**src/rtl/ex_exc_issue.sv**
```systemverilog
// EX-stage exception generator: prioritises per-way exception flags into CP0 codes,
// tracks branch delay slots across bundles and squashes output for a window after a flush.
module ex_exc_issue_way (
  input  logic       i_valid,
  input  logic [1:0] i_pc_lo,
  input  logic       i_ri,
  input  logic       i_syscall,
  input  logic       i_eret,
  input  logic       i_ov,
  input  logic       i_load,
  input  logic       i_store,
  input  logic [1:0] i_maddr,
  input  logic [1:0] i_msize,
  output logic [4:0] o_code
);
  logic w_mis;

  // byte accesses (and the unused size 11) are never misaligned
  assign w_mis = ((i_msize == 2'b01) & i_maddr[0]) |
                 ((i_msize == 2'b10) & (i_maddr != 2'b00));

  always_comb begin
    o_code = 5'h10;
    if (i_valid) begin
      if (i_pc_lo != 2'b00)     o_code = 5'h04;
      else if (i_ri)            o_code = 5'h0a;
      else if (i_syscall)       o_code = 5'h08;
      else if (i_eret)          o_code = 5'h11;
      else if (i_ov)            o_code = 5'h0c;
      else if (i_load & w_mis)  o_code = 5'h04;
      else if (i_store & w_mis) o_code = 5'h05;
    end
  end
endmodule

module ex_exc_issue #(
  parameter int FLUSH_SQUASH = 2
) (
  input  logic        clk,
  input  logic        rst,
  input  logic [1:0]  in_valid,
  input  logic [63:0] in_pc,
  input  logic [1:0]  in_branch,
  input  logic [1:0]  in_ri,
  input  logic [1:0]  in_syscall,
  input  logic [1:0]  in_eret,
  input  logic [1:0]  in_ov,
  input  logic [1:0]  in_load,
  input  logic [1:0]  in_store,
  input  logic [3:0]  in_maddr,
  input  logic [3:0]  in_msize,
  input  logic        stall,
  input  logic        exc_flush_all,
  output logic [63:0] ex_cp0_exc_pc_o,
  output logic [1:0]  ex_cp0_in_delay_o,
  output logic [9:0]  ex_cp0_exc_code_o,
  output logic [1:0]  way_kill_o,
  output logic        squash_o
);
  localparam logic [4:0] C_NONE    = 5'h10;
  localparam logic [4:0] C_ERET    = 5'h11;
  localparam logic [0:0] ST_RUN    = 1'b0;
  localparam logic [0:0] ST_SQUASH = 1'b1;
  localparam logic [2:0] CNT_LD    = 3'(FLUSH_SQUASH - 1);

  logic [1:0][4:0] w_code;
  logic [9:0]      w_code_f;
  logic [1:0]      w_kill;
  logic [1:0]      w_dly;
  logic [63:0]     w_pc;
  logic            w_sup;
  logic            w_acc;
  logic [0:0]      r_state;
  logic [2:0]      r_cnt;
  logic            r_dly_pend;

  for (genvar g = 0; g < 2; g++) begin : g_way
    ex_exc_issue_way u_way (
      .i_valid   (in_valid[g]),
      .i_pc_lo   (in_pc[32*g +: 2]),
      .i_ri      (in_ri[g]),
      .i_syscall (in_syscall[g]),
      .i_eret    (in_eret[g]),
      .i_ov      (in_ov[g]),
      .i_load    (in_load[g]),
      .i_store   (in_store[g]),
      .i_maddr   (in_maddr[2*g +: 2]),
      .i_msize   (in_msize[2*g +: 2]),
      .o_code    (w_code[g])
    );
  end

  // any non-NONE way0 code (ERET included) blocks the younger way
  assign w_sup    = (w_code[0] != C_NONE);
  assign w_code_f = {w_sup ? C_NONE : w_code[1], w_code[0]};
  assign w_kill[0] = (w_code[0] != C_NONE) & (w_code[0] != C_ERET);
  assign w_kill[1] = w_sup | ((w_code[1] != C_NONE) & (w_code[1] != C_ERET));
  assign w_dly    = {in_valid[0] & in_branch[0], r_dly_pend};
  assign w_pc     = {in_valid[1] ? in_pc[63:32] : 32'h0, in_valid[0] ? in_pc[31:0] : 32'h0};
  assign w_acc    = (r_state == ST_RUN) & !stall & !exc_flush_all;
  assign squash_o = (r_state == ST_SQUASH);

  always_ff @(posedge clk) begin
    if (!rst) begin
      r_state           <= ST_RUN;
      r_cnt             <= 3'd0;
      r_dly_pend        <= 1'b0;
      ex_cp0_exc_code_o <= {C_NONE, C_NONE};
      ex_cp0_exc_pc_o   <= 64'h0;
      ex_cp0_in_delay_o <= 2'b00;
      way_kill_o        <= 2'b00;
    end else begin
      if (exc_flush_all) begin
        r_state    <= ST_SQUASH;
        r_cnt      <= CNT_LD;
        r_dly_pend <= 1'b0;
      end else if (r_state == ST_SQUASH) begin
        if (r_cnt == 3'd0) r_state <= ST_RUN;
        else               r_cnt   <= r_cnt - 3'd1;
      end else if (w_acc && in_valid != 2'b00) begin
        r_dly_pend <= in_valid[1] ? in_branch[1] : in_branch[0];
      end

      if (w_acc) begin
        ex_cp0_exc_code_o <= w_code_f;
        ex_cp0_exc_pc_o   <= w_pc;
        ex_cp0_in_delay_o <= w_dly;
        way_kill_o        <= w_kill;
      end else begin
        ex_cp0_exc_code_o <= {C_NONE, C_NONE};
        ex_cp0_in_delay_o <= 2'b00;
        way_kill_o        <= 2'b00;
      end
    end
  end
endmodule

```
**config.mk**
```make
export PLATFORM = sky130hd
export DESIGN_NAME = ex_exc_issue
export DESIGN_NICKNAME = d
export VERILOG_FILES = /design/src/rtl/ex_exc_issue.sv
export SDC_FILE = /design/constraint.sdc
export NUM_CORES = 1
export LEC_CHECK = 0
export ABC_AREA = 1
export ABC_CLOCK_PERIOD_IN_PS = 1420
export CAP_MARGIN = 20
export CORE_ASPECT_RATIO = 0.8
export CORE_MARGIN = 3
export CORE_UTILIZATION = 39
export CTS_CLUSTER_DIAMETER = 150
export CTS_CLUSTER_SIZE = 30
export DETAILED_ROUTE_END_ITERATION = 8
export PLACE_DENSITY = 0.86
export SLEW_MARGIN = 20
export SYNTH_ARGS = -nofsm -noshare
export SYNTH_HDL_FRONTEND = slang
export SYNTH_SLANG_ARGS = --single-unit
```
**constraint.sdc**
```tcl
create_clock -name clk -period 1.42 [get_ports clk]
set_clock_uncertainty 0.15 [all_clocks]
set_input_delay 0.213 -clock clk [delete_from_list [all_inputs] [get_ports clk]]
set_output_delay 0.213 -clock clk [all_outputs]
set_load 0.05 [all_outputs]
```
==> impl_results.md <==
* Status: finished, final reports clean
* Peak Freq at 714 MHz
* Critical path's slowest cell: clkdlybuf4s50_1
* Hold_sp: rst
* Avg Cell Area, Syn at 7.62 µm²
* CP startpoint kind: primary input
* RePlAce Congestion at 0.879
* Detailed placement HPWL at 8.58 mm
* Cell Area, Placed at 0.00589 mm²
* Power density cells at 868 mW/mm²
* Worst r2r path cells at 7
* Longest Clk Path Bufs at 2
* Vias in the first global route at 3620
* Crit path cell chain: clkdlybuf4s50_1, nor2_2, nand2_2, nor2_4, buf_12, buf_12, nand3_1, nand2_1
* Global-route wire length before repair at 17.6 mm
* Synthesized area at 0.00318 mm²
* DR pass1 iterations at 4
* Slew Viols, Final at 0
* Flop-to-flop setup slack at 0.07 ns
* Port Buf Inserts at 170
* Cells after Synth at 417
* Initial antenna violation count at 0
* Via/cell ratio at 5.12
* RSZ-0062 raised after global routing: true
* Initial DRC Count at 211
* Final ANT Viol Nets at 0
* Clock Latency Late Sink at 0.33 ns
* Die height at 86.7 µm
* Levels on crit path at 8
* Hold Vio Cnt, Final at 0
* Routed wire per std cell at 16.2 µm
* Pwr Total at 5.39 mW
* CTS tree: yes
* Core area at 0.00764 mm²
* Layout area overhead at 95.4%
* Most frequent cells in the layout: 130 x nand3_1, 98 x nand2_1, 89 x clkdlybuf4s50_1, 83 x buf_12, 81 x dfxtp_1
* Die Wd at 107 µm
* Worst VDD drop at 0.000823 V
* Layout cells sized above 1 at 0.236
* Relative slew slack at 0.733
* Synth Net Count at 511
* Sink Count at 83
* Residual DRC count at 0
* Min Tclk post-route at 1.40 ns
* TritonCTS Buffers at 9
* CP dominant cell by count: buf_12
* Die area at 0.00927 mm²
* WP data required at 1.55 ns
* Yosys reg bits at 83
* Hold-fix buffers, CTS at 0
* Part of the cycle the worst path needs at 0.987
* Clock transition at the registers of the reported paths at 0.08 ns
* Most common cell after layout, fill and taps aside: nand3_1
* Leak at 2.76 nW
* Num rows at 28
* Final non-filler cell area at 0.00621 mm²
* CP Max Fanout at 22
* Worst path top cell family by delay: buffers and inverters
* Yosys Warn Count at 0
* Vias after detailed routing at 3617
* Max stage delay on crit path at 0.42 ns
* Final core utilization at 0.813
* Yosys cell types at 23
* Min-Delay Path Class: in -> reg
* Grt ovf at 0
* CTS HTree Levels at 3
* Post-layout nets at 691
* Crit path launch: stall
* WS Path Type: in -> reg
* Gr usage total at 0.238
* Critical Path AT at 1.53 ns
* # Max-Cap Violations at 0
* Worst-Margin Slew at 0.401 ns
* Starting Density at 0.416
* Final WL at 11.5 mm
* Worst setup EP type: flop
* IO Count at 171
* Hold-critical path depth at 3
* Largest net degree at the start of global routing at 39
* Finish-stage setup viols at 0
* Seq/Total Area, Yosys at 0.523
* CTS root buf: clkbuf_8
* Worst Path Buf+Inv at 3
* Diodes inserted at 0
* Reg2reg start: squash_o
metal layers:
metal | up-vias | global-route usage | wire length [µm]
met2 | 160 | 0.455 | 6140
li1 | 1721 | - | -
met4 | 0 | 0.0581 | 121
met3 | 12 | 0.0700 | 942
met1 | 1724 | 0.259 | 4260
met5 | - | 0 | 0
flip-flops by register name, summed over array words and instances (netlist names):
name	flops
squash_o	1
r_cnt	3
ex_cp0_exc_pc_o	64
r_dly_pend	1
way_kill_o	2
ex_cp0_exc_code_o	10
ex_cp0_in_delay_o	2
path summary, 6_finish.rpt:
kind | endpoint
min reg2reg | ex_cp0_in_delay_o[0]
max reg2reg | ex_cp0_exc_pc_o[49]
max | ex_cp0_exc_pc_o[49]
min | squash_o
kinds of logic after synthesis:
kind of cell | count (synthesis) | synth area share
AOI/OAI and AO/OA | 15 | 0.0244
adders and majority gates | 2 | 0.00787
and+or+nand+nor | 263 | 0.373
DFF | 83 | 0.523
buffers and inverters | 54 | 0.0720
repair_timing:
| item | 4_1_cts | 5_1_grt |
|---|---|---|
| setup endpoints to repair | 1 | 62 |
| setup buffers | 0 | 3 |
| gates resized for setup | 2 | 17 |
| pin swaps | 0 | 3 |
| gates cloned | 0 | 1 |
worst register-to-register path, cell delays in order (launching register included):
cell and delay [ns]:
dfxtp_4 0.37, inv_2 0.06, nand2_2 0.08, nor2_4 0.16, buf_12 0.15, buf_12 0.16
nand3_1 0.10, nand2_1 0.07
cell type report:
type	count	area [µm²]
Tap cell	105	131
Clock inverter	5	85.1
Fill cell	483	1430
Clock buffer	11	141
Inverter	25	93.8
Multi-Input combinational cell	280	1310
Timing Repair Buffer	198	2780
Sequential cell	83	1670
report_power, final:
part           total (mW)  internal, mW  leakage [nW]  switching (mW)
logic                1.05         0.546          1.98           0.500
registers            2.45          2.39         0.674          0.0650
clock network        1.89          1.05         0.110           0.843
total                5.39          3.98          2.76            1.41
synthesized netlist by cell type:
library cell  count  area share
nand4_1           1      0.0020
nand2_2           1      0.0020
o21ai_0           4      0.0063
nand3_2           1      0.0031
nand3_1         131        0.21
nor2_4            1      0.0035
buf_6             1      0.0035
or2_1             1      0.0020
nor2_1           21       0.025
buf_1             6      0.0071
inv_1            24       0.028
nor2_2            1      0.0020
dfxtp_1          83        0.52
o21ai_1           3      0.0047
o211ai_1          1      0.0024
nand2_1         101        0.12
nor3_1            2      0.0031
a21oi_1           7       0.011
ha_1              2      0.0079
nor3b_1           2      0.0047
clkbuf_1          7      0.0083
buf_2            15       0.024
inv_2             1      0.0012
per-stage QoR:
stage | hold slack (ns) | std cells | setup slack [ns] | TNS (ns)
floorplan | 0.184 | 417 | 0.0294 | 0
global placement | 0.283 | 687 | -0.265 | -17.67
detailed placement | 0.282 | 687 | -0.366 | -22.76
CTS | 0.0628 | 703 | 0.00202 | 0
global route | 0.0911 | 707 | -0.0625 | -0.390
finish | 0.0875 | 707 | 0.0186 | 0
No activity file was read; power rests on OpenSTA's default activity.
